<file path="src/rtl/cpu_pkg.sv">
// Shared CPU definitions: fetch FSM states, IMEM address bounds, NOP encoding
// and the sequential PC advance rule.
package cpu_pkg;

  typedef enum logic [1:0] {
    ST_BOOT = 2'd0,
    ST_RUN  = 2'd1,
    ST_SKID = 2'd2
  } fetch_state_e;

  localparam logic [31:0] RESET_PC  = 32'h0000_0000;
  localparam logic [31:0] PC_LAST   = 32'd4092;
  localparam logic [31:0] NOP_INSTR = 32'h0000_0013;

  function automatic logic [31:0] pc_advance(input logic [31:0] pc,
                                             input logic [31:0] pc_last);
    if (pc == pc_last) begin
      return 32'h0000_0000;
    end else begin
      return pc + 32'd4;
    end
  endfunction

endpackage

</file>
<file path="src/rtl/if_skid_buffer.sv">
// IF/ID holding register plus a one-entry skid that absorbs a memory response
// arriving while decode is stalled.
module if_skid_buffer (
  input  logic        clock,
  input  logic        reset,
  input  logic        flush,
  input  logic        in_valid,
  input  logic [31:0] in_pc,
  input  logic [31:0] in_instr,
  input  logic        stall,
  output logic        out_valid,
  output logic [31:0] out_pc,
  output logic [31:0] out_instr,
  output logic        skid_valid
);

  logic        out_valid_r;
  logic [31:0] out_pc_r;
  logic [31:0] out_instr_r;
  logic        skid_valid_r;
  logic [31:0] skid_pc_r;
  logic [31:0] skid_instr_r;

  assign out_valid  = out_valid_r;
  assign out_pc     = out_pc_r;
  assign out_instr  = out_instr_r;
  assign skid_valid = skid_valid_r;

  // IF/ID and skid update; a full skid always drains before new data is accepted.
  always_ff @(posedge clock) begin
    if (reset) begin
      out_valid_r  <= 1'b0;
      out_pc_r     <= 32'h0000_0000;
      out_instr_r  <= 32'h0000_0000;
      skid_valid_r <= 1'b0;
      skid_pc_r    <= 32'h0000_0000;
      skid_instr_r <= 32'h0000_0000;
    end else if (flush) begin
      out_valid_r  <= 1'b0;
      skid_valid_r <= 1'b0;
    end else if (skid_valid_r) begin
      if (!stall) begin
        out_valid_r  <= 1'b1;
        out_pc_r     <= skid_pc_r;
        out_instr_r  <= skid_instr_r;
        skid_valid_r <= 1'b0;
      end
    end else if (in_valid) begin
      if (!out_valid_r || !stall) begin
        out_valid_r <= 1'b1;
        out_pc_r    <= in_pc;
        out_instr_r <= in_instr;
      end else begin
        skid_valid_r <= 1'b1;
        skid_pc_r    <= in_pc;
        skid_instr_r <= in_instr;
      end
    end else if (out_valid_r && !stall) begin
      out_valid_r <= 1'b0;
    end
  end

endmodule

</file>
<file path="src/rtl/if_fetch_stage.sv">
// Instruction fetch stage: single-outstanding requests to instr_mem, IF/ID
// register with skid, branch redirect and sticky misaligned-target flag.
module if_fetch_stage #(
  parameter logic [31:0] RESET_PC = cpu_pkg::RESET_PC,
  parameter logic [31:0] PC_LAST  = cpu_pkg::PC_LAST
) (
  input  logic        clock,
  input  logic        reset,
  input  logic        step_en,
  input  logic        stall,
  input  logic        redirect_valid,
  input  logic [31:0] redirect_pc,
  output logic [31:0] imem_addr,
  input  logic [31:0] imem_instr,
  output logic        if_valid,
  output logic [31:0] if_pc,
  output logic [31:0] if_instr,
  output logic        misalign_err
);

  import cpu_pkg::*;

  fetch_state_e state_r;
  fetch_state_e state_nxt_s;
  logic [31:0]  pc_r;
  logic [31:0]  req_pc_r;
  logic         pending_r;
  logic         misalign_r;
  logic         skid_valid_s;
  logic         redirect_s;
  logic         issue_s;
  logic         capture_s;
  logic         to_skid_s;

  assign imem_addr    = pc_r;
  assign misalign_err = misalign_r;

  // Request/response qualifiers; an accepted redirect outranks everything else.
  always_comb begin
    redirect_s = 1'b0;
    issue_s    = 1'b0;
    capture_s  = 1'b0;
    to_skid_s  = 1'b0;
    if (state_r != ST_BOOT) begin
      redirect_s = redirect_valid;
    end else begin
      redirect_s = 1'b0;
    end
    issue_s   = (state_r == ST_RUN) && step_en && !pending_r && !skid_valid_s && !redirect_s;
    capture_s = pending_r && !redirect_s;
    to_skid_s = capture_s && if_valid && stall;
  end

  // Next-state logic.
  always_comb begin
    state_nxt_s = state_r;
    case (state_r)
      ST_BOOT: state_nxt_s = ST_RUN;
      ST_RUN: begin
        if (redirect_s) begin
          state_nxt_s = ST_RUN;
        end else if (to_skid_s) begin
          state_nxt_s = ST_SKID;
        end else begin
          state_nxt_s = ST_RUN;
        end
      end
      ST_SKID: begin
        if (redirect_s || !stall) begin
          state_nxt_s = ST_RUN;
        end else begin
          state_nxt_s = ST_SKID;
        end
      end
      default: state_nxt_s = ST_BOOT;
    endcase
  end

  // State register.
  always_ff @(posedge clock) begin
    if (reset) begin
      state_r <= ST_BOOT;
    end else begin
      state_r <= state_nxt_s;
    end
  end

  // PC, outstanding request tracking and sticky misalignment flag.
  always_ff @(posedge clock) begin
    if (reset) begin
      pc_r       <= RESET_PC;
      req_pc_r   <= 32'h0000_0000;
      pending_r  <= 1'b0;
      misalign_r <= 1'b0;
    end else begin
      if (redirect_s) begin
        pc_r      <= {redirect_pc[31:2], 2'b00};
        pending_r <= 1'b0;
      end else if (issue_s) begin
        req_pc_r  <= pc_r;
        pending_r <= 1'b1;
        pc_r      <= pc_advance(pc_r, PC_LAST);
      end else begin
        // issue is blocked while pending, so this is the response cycle or idle
        pending_r <= 1'b0;
      end
      if (redirect_s && (redirect_pc[1:0] != 2'b00)) begin
        misalign_r <= 1'b1;
      end
    end
  end

  if_skid_buffer u_skid (
    .clock      (clock),
    .reset      (reset),
    .flush      (redirect_s),
    .in_valid   (capture_s),
    .in_pc      (req_pc_r),
    .in_instr   (imem_instr),
    .stall      (stall),
    .out_valid  (if_valid),
    .out_pc     (if_pc),
    .out_instr  (if_instr),
    .skid_valid (skid_valid_s)
  );

endmodule

</file>
<file path="config.mk">
export PLATFORM = sky130hd
export DESIGN_NAME = if_fetch_stage
export DESIGN_NICKNAME = d
export VERILOG_FILES = /design/src/rtl/cpu_pkg.sv /design/src/rtl/if_skid_buffer.sv /design/src/rtl/if_fetch_stage.sv
export SDC_FILE = /design/constraint.sdc
export NUM_CORES = 1
export LEC_CHECK = 0
export ABC_AREA = 1
export CAP_MARGIN = 20
export CORE_MARGIN = 2
export CORE_UTILIZATION = 59
export CTS_BUF_LIST = sky130_fd_sc_hd__clkbuf_8
export CTS_CLUSTER_SIZE = 10
export DETAILED_ROUTE_END_ITERATION = 6
export MAX_ROUTING_LAYER = met4
export PLACE_DENSITY = 0.95
export SYNTH_ARGS = -nofsm -noshare
export SYNTH_HDL_FRONTEND = slang
export SYNTH_SLANG_ARGS = --single-unit
</file>
<file path="constraint.sdc">
create_clock -name clock -period 3.6 [get_ports clock]
set_clock_uncertainty 0.1 [all_clocks]
set_input_delay 0.72 -clock clock [delete_from_list [all_inputs] [get_ports clock]]
set_output_delay 0.72 -clock clock [all_outputs]
set_load 0.02 [all_outputs]
</file>
==> After elaboration in Yosys (flattened, before gate mapping) <==
Cells that the tools add are included.
{ "classes": {"n_addsub": 1, "mul": 0, "div": 0, "n_lt_le_gt_ge": 0, "n_eq_ne": 5, "shift": 0, "mux": 26, "bitwise": 3, "n_reduce_logical": 28} }
{ "ops": {"columns": ["operator", "n"], "rows": [
  ["32-bit two-way mux", 11],
  ["32-bit by 3-bit adder with 32-bit output (second input constant)", 1],
  ["32-bit by 12-bit equality test with 1-bit output (second input constant)", 1],
  ["1-bit two-way mux", 11],
  ["2-bit nonzero test", 5],
  ["1-bit logical AND", 9],
  ["4-bit AND reduction", 2],
  ["2-bit two-way mux", 3],
  ["2-bit one-hot mux with 3 select lines", 1],
  ["1-bit logical NOT", 5],
  ["3-bit by 1-bit inequality test with 1-bit output (second input constant)", 1],
  ["1-bit NOT", 3],
  ["3-bit AND reduction", 1],
  ["3-bit nonzero test", 1],
  ["2-bit by 1-bit equality test with 1-bit output (second input constant)", 1],
  ["2-bit equality test (second input constant)", 1],
  ["2-bit logical NOT", 1],
  ["1-bit logical OR", 2],
  ["2-bit inequality test (second input constant)", 1],
  ["2-bit AND reduction", 1],
  ["2-bit OR reduction", 1]
]} }
{ "totals": {"ff_bits": 198, "latchBits": 0, "mem_bits_rw": 0, "romBits": 0, "input_bits": 69, "out_inout_bits": 98, "word_cells": 75, "memories": 0} }

==> Longest topological paths before layout <==
{ "logic_depth": {"depth_word": 9, "depth_mapped": 12} }

==> Modules after synthesis <==
From an unflattened synthesis, not the netlist that was laid out.
{ "hier_totals": {"cells_unflattened": 1472, "area_unflattened_um2": 9362.7} }
{ "modules_own_cells": {"columns": ["mod", "n_inst", "cells_per_inst", "area_per_inst_um2"], "rows": [
  ["if_skid_buffer", 1, 913, 5769.3],
  ["if_fetch_stage", 1, 559, 3593.4]
]} }

==> Worst setup path before layout <==
OpenSTA, ideal clock, no wires.
{ "synth_path": {"path_type": "input-to-reg", "startpoint": "input reset", "endpoint": "register u_skid.skid_instr_r[0]", "setup_time_ps": 143, "t_arrival_ps": 1632, "required_ps": 3357, "setup_slack_ps": 1724, "stages": 4, "path_buffers": 3, "path_cell_list": "clkbuf_1 clkbuf_1 clkbuf_1 a21oi_2"} }
{ "synth_rtl": {"columns": ["item", "line_no", "rtl"], "rows": [
  ["from (decl)", "if_fetch_stage.sv:8", "input logic reset,"],
  ["to (signal assigned)", "if_skid_buffer.sv:56", "skid_instr_r <= in_instr;"],
  ["to (decl)", "if_skid_buffer.sv:22", "logic [31:0] skid_instr_r;"]
]} }
No word-level cell between the ends.

==> Worst setup path after layout <==
{ "layout_path": {"startpoint": "register pc_r[18], in the netlist imem_addr[18]", "endpoint": "output imem_addr[18]"} }
{ "layout_rtl": {"columns": ["item", "line_no", "rtl"], "rows": [
  ["from (decl)", "if_fetch_stage.sv:25", "logic [31:0] pc_r;"],
  ["from (signal assigned)", "if_fetch_stage.sv:97", "pc_r <= {redirect_pc[31:2], 2'b00};"],
  ["from (signal assigned)", "if_fetch_stage.sv:102", "pc_r <= pc_advance(pc_r, PC_LAST);"],
  ["to (decl)", "if_fetch_stage.sv:13", "output logic [31:0] imem_addr,"]
]} }
No word-level cell between the ends.

==> qor.log <==
[critical_path] startpoint type of the worst setup path flop
[clock_tree] clk root buf clkbuf_8
[critical_path] nature of the critical path endpoint output pin
[clock_tree] clock-pin transition on the worst setup and hold timing paths 0.09 ns
[critical_path] cell-by-cell listing of the critical path clkdlybuf4s50_1
[yosys] most common library cells after synthesis nand2_1 (342), dfxtp_1 (198), inv_1 (153), a21oi_1 (127), o21ai_0 (80)
[yosys] Netlist cell types 36
[placed_design] Detail Placement HPWL 16800 microns
[critical_path] buffers plus inverters on the worst setup path 1
[min_path] hold crit path type flop to flop
[yosys] Post-Syn Instances 1313
[critical_path] CP top delay family buffers and inverters
[sta] Post-Route Hold Slack 0.345 ns
[yosys] Yosys warning total 0
[yosys] number of flip-flops and latches in the synthesized netlist 198
[sta] transition time at the pin with the least slew margin 0.902 ns
[sta] Fmax achieved 0.388 GHz
[floorplanning] standard-cell rows 46
[critical_path] data arrival time of the worst path 1.76 ns
[floorplanning] die area 0.0170 sq mm
[layout] final net count 1502
[detailed_routing] violation count after the first detailed-routing iteration 821
[global_route] global-route usage over all layers 30.4%
[floorplanning] Ports 167
[critical_path] startpoint-to-endpoint class of the critical path flop to output pin
[critical_path] highest fanout seen on the critical path 8
[pwr] worst-case vdd ir drop 0.249 mV
[detailed_routing] post-detailed-route via-to-cell ratio 5.40
[pwr] leakage component of the power 4.02 nW
[yosys] prevailing post-synth register cell dfxtp_1
[floorplanning] effective utilization at floorplan 59.9%
[floorplanning] floorplan die height 130 microns
[sta] final hold violation count 0
[layout] layout cell share with drive strength beyond 1 12.4%
[clock_tree] H-tree levels 4
[pwr] Pwr per Cell Area 390 mW/mm^2
[critical_path] max incr delay on CP 0.69 ns
[global_route] total congestion overflow after global routing 0
[detailed_routing] wire length per cell after detailed routing 15.2 microns
[yosys] top-count cell post-synth nand2_1
[sta] number of setup violations in the final report 0
[global_route] number of antenna violations at the first check in global routing 0
[sta] setup repair after global routing missed its margin false
[yosys] share of the synthesized area in the top cell type 42.1%
[placed_design] worst setup slack after placement 0.605 ns
[detailed_routing] post-route ant nets 0
[floorplanning] total core area 0.0157 sq mm
[layout] filler cell count in the final layout 1176
[critical_path] setup slack on the worst flop-to-flop path 1.31 ns
[clock_tree] number of buffers created by CTS 17
[sta] Final Worst Setup Slack 1.02 ns
[global_route] first-pass GRT wire length 39900 microns
[sta] worst relative slew slack 39.9%
[yosys] Mapped Nets 1383
[clock_tree] Clock Latency Late Sink 0.48 ns
[global_route] pin count of the biggest net entering global routing 95
[yosys] ranking of synthesized cells by area dfxtp_1 (42%), nand2_1 (14%), a21oi_1 (6.8%)
[detailed_routing] via total after detailed routing 8963
[clock_tree] number of sinks handled by clock tree synthesis 198
[clock_tree] number of post-CTS setup repair buffers 0
[clock_tree] CTS max path bufs 2
[layout] diodes inserted 0
[yosys] dominant cell type by area after synthesis dfxtp_1
[clock_tree] CTS tree yes
[clock_tree] Hold-fix buffers, CTS 0
[sta] Tcrit/Tclk final 71.7%
[global_route] number of global-route vias before repair 8129
[critical_path] Data required, critical path 2.78 ns
[detailed_routing] Detailed Routing Iterations Pass 1 7
[sta] fin crit period 2.58 ns
[floorplanning] die boundary width 130 microns
[critical_path] critical-path cell with the highest stage delay clkdlybuf4s50_1
[sta] total negative setup slack 0 ns
[detailed_routing] DRC viols 0
[sta] number of max-slew violations in the final report 0
[placed_design] GP Congestion 0.940
[yosys] EDFF count, synth 0
[detailed_routing] final WL 25200 microns
[yosys] average footprint of a synthesized cell 7.17 sq um
[yosys] netlist area before placement 0.00941 sq mm
[placed_design] count of port buffers added during placement 166
[run] number of max-cap violations 0
[clock_tree] Resized Gates After CTS 0
[layout] area added between synthesis and finish 21.3%
[layout] Finished Core Util 72.6%
[yosys] sequential cell area fraction in the yosys report 42.1%
[yosys] Synth async-reset ratio 0%
[run_status] status complete, no violations
metrics by stage:
stage          std cells  area (sq um)  total power, W
3_5_place_dp        1628         10900         0.00284
6_report            1660         11400         0.00445
2_1_floorplan       1313          9410         0.00261
5_1_grt             1660         11400         0.00459
3_3_place_gp        1628         10900         0.00283
4_1_cts             1659         11400         0.00445
logic make-up (layout without fill, tap and decap cells):
group           count (synthesis)  in the layout  share of synthesized area, %
buf+inv                       236            367                          12.1
simple gates                  526            526                          24.0
xor+xnor                        6              6                         0.558
compound gates                346            346                          21.1
fa+ha+maj                       1              1                         0.133
flops                         198            198                          42.1
cell type report:
class / count / area [sq um] / area share, %
repair buffers: 178 / 1800 / 15.8
well taps: 216 / 270 / 2.37
clock inverters: 12 / 199 / 1.74
inverters: 158 / 593 / 5.20
clock buffers: 19 / 262 / 2.29
flip-flops and latches: 198 / 3970 / 34.7
multi-input cells: 879 / 4330 / 37.9
worst paths after layout:
kind	from	end	depth (start not counted)
worst max-delay path	imem_addr[18]$_SDFFE_PP0P_	imem_addr[18]	1
worst min-delay path	u_skid.out_instr[14]$_SDFFE_PP0P_	u_skid.out_instr[14]$_SDFFE_PP0P_	2
worst max register to register	u_skid.skid_valid$_SDFF_PP0_	u_skid.out_pc[15]$_SDFFE_PP0P_	6
worst min register to register	u_skid.out_instr[14]$_SDFFE_PP0P_	u_skid.out_instr[14]$_SDFFE_PP0P_	2
cells in the final DEF, fill, tap and decap left out, types with 6 or more instances in the layout:
cell type / Yosys / final
a21oi_1: 127 / 127
a21oi_2: 60 / 60
a31oi_1: 6 / 6
buf_4: 6 / 9
clkbuf_8: 0 / 19
clkdlybuf4s50_1: 0 / 165
dfxtp_1: 198 / 197
inv_1: 153 / 155
nand2_1: 342 / 342
nand2_2: 62 / 62
nand3_1: 42 / 42
nand4_1: 7 / 7
nor2_1: 62 / 61
o21ai_0: 80 / 80
o21ai_1: 67 / 67
flip-flops by register name (all words and copies together), names as in the netlist:
| name | flops |
|---|---|
| u_skid.out_instr | 32 |
| u_skid.skid_valid | 1 |
| u_skid.skid_pc_r | 32 |
| u_skid.skid_instr_r | 32 |
| state_r | 2 |
| u_skid.out_valid | 1 |
| misalign_err | 1 |
| u_skid.out_pc | 32 |
| req_pc_r | 32 |
| imem_addr | 32 |
| pending_r | 1 |
routing by layer:
metal	vias up	share of wire (%)	global-route usage, %	wire [microns]
met5	-	0	-	0
met4	0	2.2	9.99	554
met3	45	7.8	5.41	1970
met2	397	47	48.5	11900
met1	4117	43	39.4	10800
li1	4404	-	-	-
where the power goes:
part	switching, W	internal [W]
Clock	0.000787	0.000862
Sequential	0.0000641	0.00225
Combinational	0.000272	0.000213
Total	0.00112	0.00332
(Power assumes the default switching activity.)
